[src/rtl/chacha_ks_xor_engine.sv]
// ChaCha20 keystream prefetch buffer and payload XOR stage on valid/ready streams.
// Optional Poly1305 length-block output is built when CHACHA_LEN_BLOCK_EN is defined.
module chacha_ks_xor_engine #(
  parameter int DATA_W   = 128,
  parameter int KS_DEPTH = 2,
  parameter int CNT_W    = 64
) (
  input  logic                clk,
  input  logic                rst,
  input  logic                start,
  output logic                ks_req,
  input  logic                ks_valid,
  input  logic [511:0]        ks_data,
  input  logic                in_valid,
  output logic                in_ready,
  input  logic [DATA_W-1:0]   in_data,
  input  logic [DATA_W/8-1:0] in_keep,
  input  logic                in_last,
  output logic                out_valid,
  input  logic                out_ready,
  output logic [DATA_W-1:0]   out_data,
  output logic [DATA_W/8-1:0] out_keep,
  output logic                out_last,
  output logic [CNT_W-1:0]    pld_bytes,
  output logic                busy,
  output logic                done
`ifdef CHACHA_LEN_BLOCK_EN
  ,
  input  logic [CNT_W-1:0]    aad_bytes,
  output logic                len_valid,
  input  logic                len_ready,
  output logic [127:0]        len_block
`endif
);

  localparam int KB     = DATA_W / 8;
  localparam int LANES  = 512 / DATA_W;
  localparam int LANE_W = (LANES > 1) ? $clog2(LANES) : 1;
  localparam int PTR_W  = (KS_DEPTH > 1) ? $clog2(KS_DEPTH) : 1;
  localparam int OCC_W  = $clog2(KS_DEPTH + 1);

  typedef enum logic [1:0] {S_IDLE = 2'd0, S_RUN = 2'd1, S_DRAIN = 2'd2} state_t;

  state_t            r_state, w_state_nxt;
  logic [511:0]      r_buf [KS_DEPTH];
  logic [PTR_W-1:0]  r_wr_ptr, r_rd_ptr, w_wr_ptr_inc, w_rd_ptr_inc;
  logic [OCC_W-1:0]  r_occ;
  logic [LANE_W-1:0] r_lane;
  logic              r_outstanding, r_ks_req, r_out_valid, r_out_last, r_done;
  logic [DATA_W-1:0] r_out_data, w_lane_ks, w_out_data_nxt;
  logic [KB-1:0]     r_out_keep;
  logic [CNT_W-1:0]  r_pld;
  logic              w_in_ready, w_acc, w_acc_last, w_lane_last, w_pop, w_push;
  logic              w_req_fire, w_last_out, w_done;

  function automatic logic [CNT_W-1:0] popcount(input logic [KB-1:0] keep);
    logic [CNT_W-1:0] n;
    n = '0;
    for (int i = 0; i < KB; i++) n = n + CNT_W'(keep[i]);
    return n;
  endfunction

  assign w_wr_ptr_inc = (KS_DEPTH == 1) ? '0 : r_wr_ptr + PTR_W'(1);
  assign w_rd_ptr_inc = (KS_DEPTH == 1) ? '0 : r_rd_ptr + PTR_W'(1);
  assign w_lane_ks    = r_buf[r_rd_ptr][r_lane * DATA_W +: DATA_W];
  assign w_lane_last  = (r_lane == LANE_W'(LANES - 1));
  assign w_in_ready   = (r_state == S_RUN) && (r_occ != '0) && (!r_out_valid || out_ready);
  assign w_acc        = in_valid && w_in_ready;
  assign w_acc_last   = w_acc && in_last;
  assign w_pop        = w_acc && !in_last && w_lane_last;
  // A stale block (nothing outstanding) is dropped here; so is one racing the final beat.
  assign w_push       = ks_valid && r_outstanding && !w_acc_last;
  assign w_req_fire   = (r_state == S_RUN) && !r_outstanding && (r_occ < OCC_W'(KS_DEPTH))
                        && !w_acc_last && !start;
  assign w_last_out   = r_out_valid && out_ready && r_out_last;
  assign w_done       = w_last_out && (r_state == S_DRAIN) && !start;

  always_comb begin
    w_out_data_nxt = '0;
    for (int i = 0; i < KB; i++) begin
      if (in_keep[i]) w_out_data_nxt[8*i +: 8] = in_data[8*i +: 8] ^ w_lane_ks[8*i +: 8];
      else            w_out_data_nxt[8*i +: 8] = 8'h00;
    end
  end

  always_comb begin
    w_state_nxt = r_state;
    if (start) begin
      w_state_nxt = S_RUN;
    end else begin
      case (r_state)
        S_IDLE:  w_state_nxt = S_IDLE;
        S_RUN:   w_state_nxt = w_acc_last ? S_DRAIN : S_RUN;
        S_DRAIN: w_state_nxt = w_last_out ? S_IDLE : S_DRAIN;
        default: w_state_nxt = S_IDLE;
      endcase
    end
  end

  always_ff @(posedge clk) begin
    if (rst) r_state <= S_IDLE;
    else     r_state <= w_state_nxt;
  end

  always_ff @(posedge clk) begin
    if (w_push && !start && !rst) r_buf[r_wr_ptr] <= ks_data;
  end

  always_ff @(posedge clk) begin
    if (rst || start) begin
      r_occ         <= '0;
      r_wr_ptr      <= '0;
      r_rd_ptr      <= '0;
      r_lane        <= '0;
      r_outstanding <= 1'b0;
      r_ks_req      <= 1'b0;
      r_pld         <= '0;
      r_out_valid   <= 1'b0;
      r_done        <= 1'b0;
      if (rst) begin
        r_out_data <= '0;
        r_out_keep <= '0;
        r_out_last <= 1'b0;
      end
    end else begin
      r_ks_req <= w_req_fire;
      r_done   <= w_done;
      if (w_acc_last) begin
        // Message complete: whatever keystream remains is discarded.
        r_occ         <= '0;
        r_wr_ptr      <= '0;
        r_rd_ptr      <= '0;
        r_lane        <= '0;
        r_outstanding <= 1'b0;
      end else begin
        if (w_req_fire)  r_outstanding <= 1'b1;
        else if (w_push) r_outstanding <= 1'b0;
        if (w_push) r_wr_ptr <= w_wr_ptr_inc;
        if (w_pop)  r_rd_ptr <= w_rd_ptr_inc;
        r_occ <= r_occ + OCC_W'(w_push) - OCC_W'(w_pop);
        if (w_acc) r_lane <= w_lane_last ? '0 : r_lane + LANE_W'(1);
      end
      if (w_acc) begin
        r_pld       <= r_pld + popcount(in_keep);
        r_out_valid <= 1'b1;
        r_out_data  <= w_out_data_nxt;
        r_out_keep  <= in_keep;
        r_out_last  <= in_last;
      end else if (out_ready) begin
        r_out_valid <= 1'b0;
      end
    end
  end

`ifdef CHACHA_LEN_BLOCK_EN
  logic         r_len_valid;
  logic [127:0] r_len_block;

  // Length block {ct_len, aad_len} is captured with done and held until taken.
  always_ff @(posedge clk) begin
    if (rst || start) begin
      r_len_valid <= 1'b0;
      r_len_block <= '0;
    end else if (w_done) begin
      r_len_valid <= 1'b1;
      r_len_block <= {64'(r_pld), 64'(aad_bytes)};
    end else if (r_len_valid && len_ready) begin
      r_len_valid <= 1'b0;
    end
  end

  assign len_valid = r_len_valid;
  assign len_block = r_len_block;
`endif

  assign ks_req    = r_ks_req;
  assign in_ready  = w_in_ready;
  assign out_valid = r_out_valid;
  assign out_data  = r_out_data;
  assign out_keep  = r_out_keep;
  assign out_last  = r_out_last;
  assign pld_bytes = r_pld;
  assign busy      = (r_state != S_IDLE);
  assign done      = r_done;

endmodule

[config.mk]
export PLATFORM = sky130hd
export DESIGN_NAME = chacha_ks_xor_engine
export DESIGN_NICKNAME = d
export VERILOG_FILES = /design/src/rtl/chacha_ks_xor_engine.sv
export SDC_FILE = /design/constraint.sdc
export NUM_CORES = 1
export LEC_CHECK = 0
export ABC_CLOCK_PERIOD_IN_PS = 87600
export BUFFER_PORTS_ARGS = -buffer_cell sky130_fd_sc_hd__buf_4
export CAP_MARGIN = 30
export CORE_AREA = 2 2 341 343
export CTS_CLUSTER_SIZE = 40
export DETAILED_ROUTE_END_ITERATION = 7
export DIE_AREA = 0 0 343 345
export GPL_TIMING_DRIVEN = 0
export PLACE_DENSITY = 0.69
export SYNTH_ARGS = -nofsm -noshare
export SYNTH_HDL_FRONTEND = slang
export SYNTH_SLANG_ARGS = --single-unit
[constraint.sdc]
create_clock -name clk -period 87.6 [get_ports clk]
set_input_delay 4.38 -clock clk [delete_from_list [all_inputs] [get_ports clk]]
set_output_delay 4.38 -clock clk [all_outputs]
set_load 0.01 [all_outputs]
==> flow_metrics.py <==
metrics = {
    "worst_setup_path": {
        "reg2reg_slack_ns": 82.75,
        "path_class": "primary input to output port",
        "worstPathArrival_ns": 4.99,
        "crit_fanout": 3,
        "critPathLaunchType": "primary input",
        "endpoint_kind": "output port",
        "cp.required_ns": 83.22,
    },
    "timing": {
        "hold_viol": 0,
        "finalSetupViolations": 0,
        "slew_headroom_pct": 30.1,
        "tightestPinTransition_ns": 1.05,
        "setup_ws_ns": 78.23,
        "fin_tns_setup_ns": 0,
        "finalMaxSlewViolations": 0,
        "clock_skew_ns": 0.0322,
        "rsz0062_at_grt": "false",
        "layout_min_cycle_time_ns": 9.37,
        "final.period_utilization_pct": 10.7,
        "timing.fmax_mhz": 107,
    },
    "placed_design": {
        "post-place-ws_ns": 78.25,
        "port_buffers": 876,
        "placed_cells": 4949,
        "place_area_um2": 58500,
        "dpl.hpwl_mm": 109,
        "globalplace.congestion": 0.882,
    },
    "clock_tree": {
        "htreeDepth": 4,
        "clockBufferDepth": 3,
        "cts-root-buf": "clkbuf_16",
        "ctsResizeCount": 0,
        "cts.sinks": 1246,
        "cts_tree": "yes",
        "clkTransAtPathRegs_ns": 0.06,
        "numCtsBuffers": 136,
        "cts_hold_buf": 0,
        "cts_setup_buffers": 0,
        "clock_latency_ns": 0.74,
    },
    "global_routing": {
        "grt_pass1_vias": 28500,
        "gr-total-overflow": 0,
        "grt_first_pass_wirelength_mm": 200,
        "grt_max_degree": 33,
        "antenna_found_initial": 47,
        "grt_usage_pct": 24.0,
    },
    "synthesis": {
        "ys.flop_type": "edfxtp_1",
        "synth_seq_cells": 1246,
        "synthTopCellsByArea": "edfxtp_1 72%, mux4_2 12%, dfxtp_1 3.2%, mux2i_1 2.7%, xor2_1 2.5%",
        "synth_area_um2": 48500,
        "synth-warning-count": 0,
        "yosysSeqAreaShare_pct": 75.6,
        "syn_nets": 3113,
        "ys_types": 51,
        "synth_enable_flop_cells": 1169,
        "postSynthCellCount": 2424,
        "avgSynthCellArea_um2": 20.0,
        "yosysTopAreaCell": "edfxtp_1",
        "synthArstFlopShare_pct": 0,
        "synth.top_cell.area_share_pct": 72.4,
    },
    "floorplan": {
        "die_area_um2": 118000,
        "rows": 125,
        "coreArea_um2": 115000,
        "die_x_um": 343,
        "start_util_pct": 42.1,
        "die_h_um": 345,
        "ios": 877,
    },
    "pwr": {
        "power_density_nw_per_um2": 20.0,
        "p_leak_nw": 22.0,
        "peakVddDrop_uv": 16.5,
    },
    "cells_and_area": {
        "nNetsFinal": 4254,
        "fillers": 9100,
        "post-route-cell-area_um2": 62900,
        "utilization_pct": 54.6,
        "areaGrowthSynthToFinish_pct": 29.7,
        "finalNonFillerCells": 5223,
        "drive_gt1_share_pct": 40.6,
    },
    "drt": {
        "routed_wl_mm": 143,
        "dr.pass1.iters": 5,
        "wl_per_cell_um": 27.4,
        "routed_via_density": 5.30,
        "detail-route-antenna-nets": 0,
        "remaining_drc_errors": 0,
        "drt_iter0_drc": 2295,
        "vias": 27700,
    },
    "run_status": {
        "status": "complete, no violations",
    },
    "flow_run": {
        "drv_cap": 0,
    },
    "hold_path": {
        "min_path_type": "register to register",
    },
}
## routing by layer
metal  up-vias  routed length [µm]  track usage [%]
met5         -                 198                0
met4        30                4270             8.21
met3       250               13600             7.70
met2      1179               72600             40.5
met1     14100               52500             28.9
li1      12100                   -                -
## worst max-delay path, stage by stage
cell and delay [ns]:
buf_4 0.12, nor2b_1 0.20, nor2_1 0.11, buf_4 0.17
## cell families (layout without fill, tap and decap cells)
group | after synthesis | after routing | share of synthesized area, %
flip-flops | 1246 | 1246 | 75.6
multiplexers | 386 | 386 | 14.6
buffers and inverters | 147 | 1397 | 1.21
other | 0 | 25 | 0
XOR/XNOR | 147 | 147 | 2.66
AO/OA/AOI/OAI | 119 | 119 | 1.51
AND/OR/NAND/NOR | 353 | 353 | 3.59
adder cells (fa/ha/maj) | 26 | 26 | 0.857
## final cells by class
class	count	area, µm²	share of cell area [%]
Sequential cell	1246	36600	58.3
Tap cell	1524	1910	3.03
Antenna cell	25	62.6	0.0995
Timing Repair Buffer	1003	8170	13.0
Buffer	96	399	0.635
Clock buffer	178	3630	5.78
Multi-Input combinational cell	1031	11300	17.9
Inverter	51	191	0.305
Clock inverter	69	593	0.943
## registers in the layout (all words and copies together) (netlist names), 2 cells and up, named ones only
| signal | cells |
|---|---|
| r_lane | 2 |
| out_data | 128 |
| r_state | 2 |
| out_keep | 16 |
| r_occ | 2 |
| pld_bytes | 64 |
| r_buf | 1024 |
## path summary, 6_finish.rpt
kind	end	cells after the start	from
max	in_ready	4	out_ready
max reg2reg	pld_bytes[44]	14	pld_bytes[0]
min reg2reg	pld_bytes[3]	2	pld_bytes[3]
min	pld_bytes[3]	2	pld_bytes[3]
## synth_stat cells, drive strengths merged, types with 8 or more instances
cell / count
buf: 46
and3: 9
or3: 21
mux2i: 130
mux4: 256
a21oi: 52
ha: 14
nand2: 55
dfxtp: 77
fa: 12
edfxtp: 1169
nand4: 19
o31ai: 19
o21ai: 24
nand3: 26
and2: 10
nor2: 159
inv: 51
xor2: 139
or4: 18
and4: 9
clkbuf: 50
xnor2: 8
## stage by stage
stage	hold WS (ns)	total power, mW
global placement	0.469	0.724
floorplan	0.471	0.686
detailed placement	0.486	0.723
CTS	0.496	1.27
finish	0.499	1.25
global route	0.519	1.29
## placed cells by master (no fill, tap or decap), types with 51 or more instances in the layout
cell type | Yosys | layout
nand2_1 | 55 | 55
dfxtp_1 | 77 | 77
xor2_1 | 139 | 139
a21oi_1 | 52 | 52
inv_1 | 51 | 51
mux4_2 | 256 | 256
mux2i_1 | 130 | 130
buf_4 | 0 | 885
edfxtp_1 | 1169 | 1169
buf_6 | 0 | 89
clkbuf_16 | 0 | 137
clkbuf_1 | 49 | 81
nor2_1 | 159 | 159
## where the power goes
group	switching, mW	internal [mW]	leakage [nW]
sequential	0.00122	0.655	11.3
clock	0.234	0.310	2.06
combinational	0.0248	0.0301	8.58
total	0.260	0.994	22.0
Note: power is estimated with default switching activity, not from simulation.
